## src/rtl/reg_wr_arbiter.sv

```systemverilog
// Round-robin arbiter sharing the register file's single write port among NREQ requesters.
// Optional macro REGWR_PRIO0_EN gives requester 0 strict priority over the round-robin set.
module reg_wr_arbiter #(
  parameter int unsigned NREQ = 3,
  parameter int unsigned AW   = 5,
  parameter int unsigned DW   = 8,
  parameter int unsigned NREG = 17
) (
  input  logic               clk,
  input  logic               reset,
  input  logic               hold,
  input  logic [NREQ-1:0]    req_valid,
  input  logic [NREQ*AW-1:0] req_addr,
  input  logic [NREQ*DW-1:0] req_data,
  output logic [NREQ-1:0]    req_ready,
  output logic               wr_en,
  output logic [AW-1:0]      wr_addr,
  output logic [DW-1:0]      dat_in,
  output logic [2:0]         last_grant,
  output logic               addr_err
);

  logic [2:0]      r_rr_ptr;
  logic [2:0]      r_last_grant;
  logic            r_wr_en;
  logic            r_addr_err;
  logic [AW-1:0]   r_wr_addr;
  logic [DW-1:0]   r_dat_in;

  logic [NREQ-1:0] w_gnt;
  logic [2:0]      w_gnt_idx;
  logic            w_accept;
  logic            w_adv;
  logic [2:0]      w_next_ptr;
  logic [AW-1:0]   w_sel_addr;
  logic [DW-1:0]   w_sel_data;
  logic            w_addr_ok;

  // Scan from r_rr_ptr with wrap; the first valid requester wins.
  always_comb begin
    int unsigned v_idx;
    v_idx     = 0;
    w_gnt     = '0;
    w_gnt_idx = '0;
    w_accept  = 1'b0;
    w_adv     = 1'b1;
`ifdef REGWR_PRIO0_EN
    if (!hold && req_valid[0]) begin
      w_gnt[0] = 1'b1;
      w_accept = 1'b1;
      w_adv    = 1'b0;
    end
`endif
    for (int unsigned k = 0; k < NREQ; k++) begin
      v_idx = 32'(r_rr_ptr) + k;
      if (v_idx >= NREQ) v_idx = v_idx - NREQ;
`ifdef REGWR_PRIO0_EN
      if (v_idx != 0 && !hold && !w_accept && req_valid[v_idx]) begin
`else
      if (!hold && !w_accept && req_valid[v_idx]) begin
`endif
        w_gnt[v_idx] = 1'b1;
        w_gnt_idx    = 3'(v_idx);
        w_accept     = 1'b1;
      end
    end
  end

  always_comb begin
    w_sel_addr = '0;
    w_sel_data = '0;
    for (int unsigned i = 0; i < NREQ; i++) begin
      if (w_gnt[i]) begin
        w_sel_addr = w_sel_addr | req_addr[i*AW +: AW];
        w_sel_data = w_sel_data | req_data[i*DW +: DW];
      end
    end
    w_addr_ok = (32'(w_sel_addr) < NREG);
    if (32'(w_gnt_idx) + 1 >= NREQ) w_next_ptr = '0;
    else                            w_next_ptr = w_gnt_idx + 3'd1;
  end

  always_ff @(posedge clk or posedge reset) begin
    if (reset) begin
      r_rr_ptr     <= '0;
      r_last_grant <= '0;
      r_wr_en      <= 1'b0;
      r_addr_err   <= 1'b0;
      r_wr_addr    <= '0;
      r_dat_in     <= '0;
    end else begin
      r_wr_en <= 1'b0;
      if (w_accept) begin
        // Illegal addresses are consumed without issuing a write.
        r_wr_en      <= w_addr_ok;
        r_wr_addr    <= w_sel_addr;
        r_dat_in     <= w_sel_data;
        r_last_grant <= w_gnt_idx;
        if (!w_addr_ok) r_addr_err <= 1'b1;
        if (w_adv) r_rr_ptr <= w_next_ptr;
      end
    end
  end

  assign req_ready  = w_gnt;
  assign wr_en      = r_wr_en;
  assign wr_addr    = r_wr_addr;
  assign dat_in     = r_dat_in;
  assign last_grant = r_last_grant;
  assign addr_err   = r_addr_err;

endmodule

```

## config.mk

```make
export PLATFORM = sky130hd
export DESIGN_NAME = reg_wr_arbiter
export DESIGN_NICKNAME = d
export VERILOG_FILES = /design/src/rtl/reg_wr_arbiter.sv
export SDC_FILE = /design/constraint.sdc
export NUM_CORES = 1
export LEC_CHECK = 0
export ABC_AREA = 1
export CAP_MARGIN = 0
export CORE_ASPECT_RATIO = 1.75
export CORE_MARGIN = 4
export CORE_UTILIZATION = 49
export CTS_BUF_LIST = sky130_fd_sc_hd__clkbuf_4 sky130_fd_sc_hd__clkbuf_8 sky130_fd_sc_hd__clkbuf_16
export DETAILED_ROUTE_END_ITERATION = 8
export GPL_TIMING_DRIVEN = 0
export PLACE_DENSITY = 0.84
export SLEW_MARGIN = 25
export SYNTH_ARGS = -nofsm -noshare
export SYNTH_HDL_FRONTEND = slang
export SYNTH_SLANG_ARGS = --single-unit
```

## constraint.sdc

```tcl
create_clock -name clk -period 7.83 [get_ports clk]
set_clock_uncertainty 0.15 [all_clocks]
set_input_delay 1.566 -clock clk [delete_from_list [all_inputs] [get_ports clk]]
set_output_delay 1.566 -clock clk [all_outputs]
set_load 0.01 [all_outputs]
```

### Yosys cells after proc, flatten, opt, wreduce, memory -nomap -nowiden

Cells that the tools add are included.

| cells by class | value |
|---|---|
| add/subtract/negate cells | 7 |
| order comparisons | 11 |
| mux-type cells | 32 |
| bitwise operators | 7 |
| reduce and logical (&&, ||, !) cells | 12 |

Operator list:

| operator | count |
|---|---|
| >= comparator 32 x 1 -> 1 bit, second input constant | 3 |
| < comparator 32 x 3 -> 1 bit, second input constant | 3 |
| two-way mux 32 bit | 3 |
| two-way mux 8 bit | 3 |
| two-way mux 3 bit | 7 |
| OR 8 bit | 2 |
| two-way mux 5 bit | 3 |
| >= comparator 4 x 2 -> 1 bit, second input constant | 3 |
| two-way mux 1 bit | 10 |
| OR 5 bit | 2 |
| subtractor 4 x 2 -> 5 bit, second input constant | 2 |
| adder 3 x 1 -> 4 bit, second input constant | 2 |
| logical AND 1 bit | 8 |
| binary-select mux 1 bit (select 2 bit) | 3 |
| demux 1 bit (select 2 bit) | 3 |
| OR 3 bit | 2 |
| < comparator 5 bit, second input constant | 1 |
| adder 3 x 2 -> 4 bit, second input constant | 1 |
| subtractor 3 x 2 -> 4 bit, second input constant | 1 |
| adder 3 x 1 -> 3 bit, second input constant | 1 |
| >= comparator 3 x 2 -> 1 bit, second input constant | 1 |
| zero test 1 bit | 3 |
| AND reduction 2 bit | 1 |
| inverter 1 bit | 1 |

| storage, ports and cells | value |
|---|---|
| register bits | 21 |
| input port bits | 45 |
| output and inout bits | 21 |
| word-level logic and storage cells | 75 |

### Depth between registers and ports, before layout

Gate-level depths: netlist (run 1).

| depth | value |
|---|---|
| depth in word-level cells | 22 |
| gate-level depth with buffers | 21 |

### Worst setup path after synthesis (run 1)

OpenSTA, ideal clock, no wires.

| timing path | value |
|---|---|
| kind | input to output |
| start point | input req_valid[0] |
| end point | output req_ready[2] |
| arrival time | 2.522 ns |
| required time | 6.114 ns |
| slack | 3.592 ns |
| stages on the path | 10 |
| buffers on the path | 1 |
| path through | inv_1 -> nand3_1 -> nand2_1 -> nand2_2 -> nand2_1 -> nand2_2 -> nor2_4 -> nand4_1 -> nand2_4 -> buf_6 |

| on the way | value |
|---|---|
| cells in the longest elaborated chain, start to end | 12 |
| elaborated cells on any way between the ends | 20 |
| classes of those cells | mux (11); bitwise (2); reduce/logical (7) |

RTL lines:

| what | RTL line | RTL |
|---|---|---|
| start: declaration | 12 | `input logic [NREQ-1:0] req_valid,` |
| binary-select mux 1 bit (select 2 bit) | 60 | `if (!hold && !w_accept && req_valid[v_idx]) begin` |
| two-way mux 1 bit (not written as such) | 60 |  |
| logical AND 1 bit | 60 |  |
| two-way mux 1 bit | 60 |  |
| zero test 1 bit | 60 |  |
| logical AND 1 bit (2 in a row) | 60 |  |
| two-way mux 1 bit | 60 |  |
| zero test 1 bit | 60 |  |
| logical AND 1 bit (2 in a row) | 60 |  |
| two-way mux 3 bit * | 60 |  |
| end: declaration | 15 | `output logic [NREQ-1:0] req_ready,` |

Every way passes the cells marked *; elsewhere a longest branch is shown, timed or not. The select of a mux whose other input is x is not followed.

### Worst setup path after layout (run 1)

| timing path | value |
|---|---|
| start point | input req_valid[0] |
| end point | output req_ready[1] |

Same word-level chain as after synthesis.

==> metrics.md, run 1 <==
| Metric | Value |
|---|---|
| Status | finished, final reports clean |
| Worst skew pair latency | 0.25 ns |
| Worst vdd ir | 360 uV |
| Fmax | 183 MHz |
| Final period util | 69.6% |
| Pwr Density | 471 nW/um^2 |
| Setup TNS | 0 ns |
| Worst Hold Margin | 0.331 ns |
| Rows | 29 |
| RSZ-0062 raised after global routing | no |
| Crit-path max FO | 10 |
| Share of cells above drive strength 1 | 17.0% |
| Critical Path Start | req_valid[0] |
| Setup repair bufs after CTS | 0 |
| Start point of the worst hold path | wr_addr[2] |
| Fin. max-slew vios | 0 |
| Most frequent cells in the layout | nand2_1, clkdlybuf4s50_1, nand3_1, inv_1, dfrtp_1 |
| Post-DRT Antenna Nets | 0 |
| TritonCTS Buffers | 3 |
| Final hold violation count | 0 |
| EDFF count, synth | 0 |
| Asr flop ratio synth | 100% |
| Final Setup Violations | 0 |
| Clk root buf | clkbuf_8 |
| IO buf count | 65 |
| CP required | 6.11 ns |
| Clock tree from TritonCTS | done |
| Vias per std cell | 5.23 |
| Minimum clock period | 5.45 ns |
| P_leak | 1.29 nW |
| DRC | 0 |
| Tot Pwr | 1.25 mW |
| Grt total ovfl | 0 |
| Synthesized netlist cell count | 260 |
| Metal-1 WL | 1690 microns |
| Seq cells post-synth | 21 |
| Mapped Nets | 316 |
| RR Startpoint | r_rr_ptr[0] |
| Fillcell total | 299 |
| CTS resizes | 0 |
| YS warnings | 0 |
| Die area | 4940 sq um |
| Vias | 1960 |
| Hpwl dp | 4230 microns |
| Metal2 WL | 2770 microns |
| Slew margin rel. | 47.7% |
| Detailed Route WL | 4920 microns |
| Crit path DAT | 3.74 ns |
| CP Capture Type | primary output |
| Netlist Area Pre-Place | 1890 sq um |
| Hold Crit Class | reg2reg |
| Area of the core | 3660 sq um |
| First-pass GRT wire length | 8160 microns |
| Syn_area_per_cell | 7.25 sq um |
| Initial Util | 51.5% |
| Area of the multi-input gates | 1190 sq um |
| GP Congestion | 0.825 |
| Initial drt markers | 30 |
| # IOs | 66 |
| Hold-fix buffers at CTS | 0 |
| # diodes | 0 |
| Clock buffer depth | 2 |
| Kind of critical path | in2out |
| 1st-pass router iterations | 4 |
| Clk sink count | 21 |
| Highest metal used | met4 |
| Commonest non-fill, non-tap cell in the layout | nand2_1 |
| Area Growth Syn to Fin | 40.1% |
| Vias in the first global route | 2002 |
| Post-route cell area | 2640 sq um |
| Dpl cell area | 2590 sq um |
| Synth Flop Type | dfrtp_1 |
| Final nets | 386 |
| Initial antenna violation count | 0 |
| Critical Path Start Type | primary input |
| Tightest Pin Transition | 0.784 ns |
| Avg WL per Cell | 13.1 microns |
| Final Util | 72.1% |
| Die width | 54.9 microns |
| Chip height | 90.1 microns |
| Share of the yosys chip area belonging to registers | 27.9% |
| Routed wl met3 | 266 microns |
| Max Cap Viol | 0 |
| GRT Overall Usage | 21.7% |
| Worst-path clk slew | 0.07 ns |
| H-tree levels | 1 |
| Storage element area | 526 sq um |
| Pin count of the biggest net entering global routing | 22 |
| Post-synthesis cell type count | 33 |
==> flip-flops by register name, indices dropped and copies added (netlist names) <==
register    count
wr_en           1
wr_addr         5
last_grant      3
addr_err        1
dat_in          8
r_rr_ptr        3
==> cells in the mapped netlist (all sizes together) (2+ instances only) <==
| cell type | n | share of area (%) |
|---|---|---|
| a21o | 6 | 2.4 |
| a21oi | 2 | 0.73 |
| buf | 6 | 3.1 |
| dfrtp | 21 | 28 |
| ha | 11 | 7.3 |
| inv | 30 | 6.1 |
| nand2 | 109 | 27 |
| nand3 | 28 | 9.6 |
| nand4 | 18 | 7.4 |
| nor2 | 16 | 3.7 |
| o21ai | 5 | 1.7 |
| xor2 | 2 | 0.93 |
==> path summary, 6_finish.rpt <==
check / cells after the start / slack (ns) / endpoint
max reg2reg: 16 / 4.77 / r_rr_ptr[1]
min in group asynchronous: 2 / 1.60 / dat_in[5]
max: 12 / 2.38 / req_ready[1]
min: 1 / 0.33 / wr_addr[2]
min reg2reg: 1 / 0.33 / wr_addr[2]
max in group asynchronous: 2 / 5.44 / dat_in[7]
==> power by group <==
part | leakage [nW] | total [mW] | switching (mW) | internal [mW]
logic | 1.00 | 0.981 | 0.581 | 0.399
registers | 0.259 | 0.193 | 0.0296 | 0.163
clock network | 0.0262 | 0.0719 | 0.0323 | 0.0397
total | 1.29 | 1.25 | 0.643 | 0.602
==> through the flow <==
step / worst slack [ns] / std cells
floorplan: 3.59 / 260
global placement: 2.40 / 371
detailed placement: 2.40 / 371
CTS: 2.38 / 375
global route: 2.24 / 375
finish: 2.38 / 375
==> critical path, cell delays in order <==
cell and delay [ns]:
clkdlybuf4s50_1 0.44, inv_1 0.12, nand3_1 0.08, nand2_1 0.10
nand2_2 0.07, nand2_1 0.07, nand2_2 0.08, nor2_4 0.19
nand4_1 0.16, nand2_2 0.16, buf_6 0.16, clkdlybuf4s50_1 0.55
==> per-layer routing <==
layer	vias to the layer above	GRT usage [%]
met5	-	0
met1	892	19.7
met4	0	9.74
li1	981	-
met3	18	4.47
met2	69	41.3
==> layout make-up <==
class                   instances  area share (%)
inverters                      30            4.36
multi-input cells             203            44.9
well taps                      46            2.18
plain buffers                   6            2.18
clock buffers                   4            1.85
flip-flops and latches         21            19.9
repair buffers                 65            24.6
==> cells by family after synthesis <==
logic type               Yosys count  synth area share, %
adder cells (fa/ha/maj)           11                 7.30
buffers and inverters             36                 9.16
AND/OR/NAND/NOR                  171                 47.4
flip-flops                        21                 27.9
AO/OA/AOI/OAI                     18                 6.84
XOR/XNOR                           3                 1.39
No activity file was read; power rests on OpenSTA's default activity.
==> inputs of run 2 (changes only) <==
- CORE_UTILIZATION: 49 -> 41
- PLACE_DENSITY: 0.84 -> 0.75
- clock period: 7.83 -> 4.5 ns (I/O delays scaled with it)
==> run 2 against run 1 <==
Sequential share of layout area about the same. Clock power increased by 71%. Worst setup slack worse by 2.0 ns. Critical path type unchanged.
==> metrics.md, run 2 (synthesis gave the netlist of run 1 again) <==
| Metric | Value |
|---|---|
| Status | finished, final reports clean |
| Combinational Power Share | 78.8% (about the same) |
| RSZ-0062 raised after global routing | no |
| CTS resizes | 0 (unchanged) |
| Sw Ratio | 51.9% (+0.24 points) |
| Crit path DAT | 3.09 ns (-0.65 ns) |
| Initial antenna violation count | 0 (unchanged) |
| Max incr delay on CP | 0.55 ns (about the same) |
| GP Congestion | 0.881 (+6.8%) |
| Setup TNS | 0 ns (unchanged) |
| Initial Util | 42.4% (-9.0 points) |
| Max Cap Viol | 0 (unchanged) |
| Post-Place Cells | 376 (+1.3%) |
| Final nets | 386 (unchanged) |
| Worst path slowest cell | clkdlybuf4s50_1 |
| IO buf count | 65 (unchanged) |
| Met1 Usage GRT | 17.9% (-1.8 points) |
| Detailed Route WL | 4930 microns (+0.26%) |
| Pre-CTS WS | 0.365 ns (-2.03 ns) |
| Worst Hold Margin | 0.337 ns (+0.00614 ns) |
| Worst-path clk slew | 0.08 ns (about the same) |
| Fmax | 242 MHz |
| Clk root buf | clkbuf_8 |
| Crit-path max FO | 10 (unchanged) |
| CP Capture Type | primary output |
| Vias per std cell | 5.05 (-3.4%) |
| Clk sink count | 21 (unchanged) |
| Met2 Usage GRT | 35.0% (-6.3 points) |
| Rows | 32 (+10%) |
| Dpl cell area | 2600 sq um (+0.24%) |
| Most frequent cells in the layout | nand2_1, clkdlybuf4s50_1, nand3_1, inv_1, dfrtp_1 |
| Critical-path cell list | clkdlybuf4s50_1 -> inv_1 -> nand3_1 -> nand2_1 -> nand2_2 -> nand2_1 -> nand2_2 -> nor2_4 -> nand4_1 -> nand2_4 -> buf_6 -> clkdlybuf4s50_1 |
| Final period util | 92.0% |
| Share of cells above drive strength 1 | 17.0% (unchanged) |
| Slew margin rel. | 47.5% (-0.25 points) |
| Worst vdd ir | 479 uV (+33%) |
| Die area | 5790 sq um (+17%) |
| CP required | 3.45 ns (-2.66 ns) |
| Pin count of the biggest net entering global routing | 22 (unchanged) |
| Hold-fix buffers at CTS | 0 (unchanged) |
| Clock buffer depth | 2 (unchanged) |
| Top Family by Delay on Critical Path | buffers and inverters |
| DRC | 0 (unchanged) |
| # IOs | 66 (unchanged) |
| Initial drt markers | 89 (+200%) |
| Kind of critical path | in2out |
| Internal Power | 1.04 mW (+73%) |
| Hpwl dp | 4210 microns (-0.39%) |
| P_leak | 1.29 nW (about the same) |
| # diodes | 0 (unchanged) |
| Pwr Density | 816 nW/um^2 (+73%) |
| Sequential share of power | 15.5% (about the same) |
| Minimum clock period | 4.14 ns |
| TritonCTS Buffers | 3 (unchanged) |
| NetSw | 1.12 mW (+74%) |
| Grt peak-use layer | met2 |
| Chip height | 97.7 microns (+8.5%) |
| Critical Path Start Type | primary input |
| Post-DRT Antenna Nets | 0 (unchanged) |
| Final Setup Violations | 0 (unchanged) |
| Met3 usage | 3.86% (-0.61 points) |
| Avg WL per Cell | 13.0 microns (-1.1%) |
| Clock group share of total power | 5.7% (about the same) |
| GRT Overall Usage | 18.6% (-3.1 points) |
| Area of the core | 4440 sq um (+21%) |
| Vias | 1919 (-2.1%) |
| Grt total ovfl | 0 (unchanged) |
| Commonest non-fill, non-tap cell in the layout | nand2_1 |
| Clock tree from TritonCTS | done |
| Final hold violation count | 0 (unchanged) |
| Setup ws final | 0.360 ns (-2.02 ns) |
| Worst skew pair latency | 0.25 ns (about the same) |
| Worst Path Buf+Inv | 4 (unchanged) |
| Max FFs per register | 8 (unchanged) |
| First-pass GRT wire length | 8500 microns (+4.2%) |
| Area Growth Syn to Fin | 40.3% |
| Tightest Pin Transition | 0.787 ns (+0.00374 ns) |
| Post-route cell area | 2650 sq um (+0.14%) |
| Setup repair bufs after CTS | 0 (unchanged) |
| Fin cells | 380 (+1.3%) |
| 1st-pass router iterations | 4 (unchanged) |
| Hold Crit Class | reg2reg |
| H-tree levels | 1 (unchanged) |
| Fin. max-slew vios | 0 (unchanged) |
| Die width | 59.3 microns (+8.0%) |
| Vias in the first global route | 2015 (+0.65%) |
[run 2: per-stage QoR]
step	total power, mW	util [%]
4_1_cts	2.18	59.5
5_1_grt	2.38	59.5
6_report	2.16	59.5
3_3_place_gp	2.02	58.5
2_1_floorplan	1.56	-
3_5_place_dp	2.05	58.5
[run 2: cell type report]
class                           count  area, sq um
Clock buffer                        3         41.3
Buffer                              6         57.6
Fill cell                         392         1800
Clock inverter                      1         5.00
Timing Repair Buffer               65          651
Sequential cell                    21          526
Multi-Input combinational cell    203         1190
Inverter                           30          115
Tap cell                           51         63.8
[run 2: worst register-to-register path: stages, from the launching register on]
cell and delay [ns]:
dfrtp_1 0.46, ha_1 0.20, inv_1 0.05, ha_1 0.38, inv_2 0.13, nand4_4 0.15, nand2_4 0.12, nand2_4 0.08
nand2_2 0.08, nand3_4 0.09, nand2_4 0.10, nand2_2 0.07, o221ai_1 0.31, ha_1 0.23, xor2_1 0.19, nand4_1 0.11
o21ai_1 0.10
[run 2: final timing paths]
path                              start           end  slack, ns  cells past startpoint
setup / recovery           req_valid[0]  req_ready[2]       0.36                     12
min in group asynchronous         reset    wr_addr[3]       0.93                      2
hold reg to reg                addr_err      addr_err       0.34                      2
max in group asynchronous         reset     dat_in[1]       2.78                      2
setup reg to reg            r_rr_ptr[0]   r_rr_ptr[0]       1.46                     16
hold / removal                 addr_err      addr_err       0.34                      2
[run 2: power groups by stage]
stage	Clock [mW]	Sequential, mW	Combinational [mW]
2_1_floorplan	0	0.366	1.19
3_3_place_gp	0	0.333	1.69
3_5_place_dp	0	0.337	1.71
4_1_cts	0.126	0.335	1.72
5_1_grt	0.133	0.346	1.91
6_report	0.123	0.334	1.70
[run 2: routing by layer]
layer  part of all wire [%]  routed length (microns)  vias up
li1                       -                        -      978
met1                     36                     1770      855
met2                     54                     2680       69
met3                    5.6                      278       17
met4                    4.2                      206        0
met5                      0                        0        -
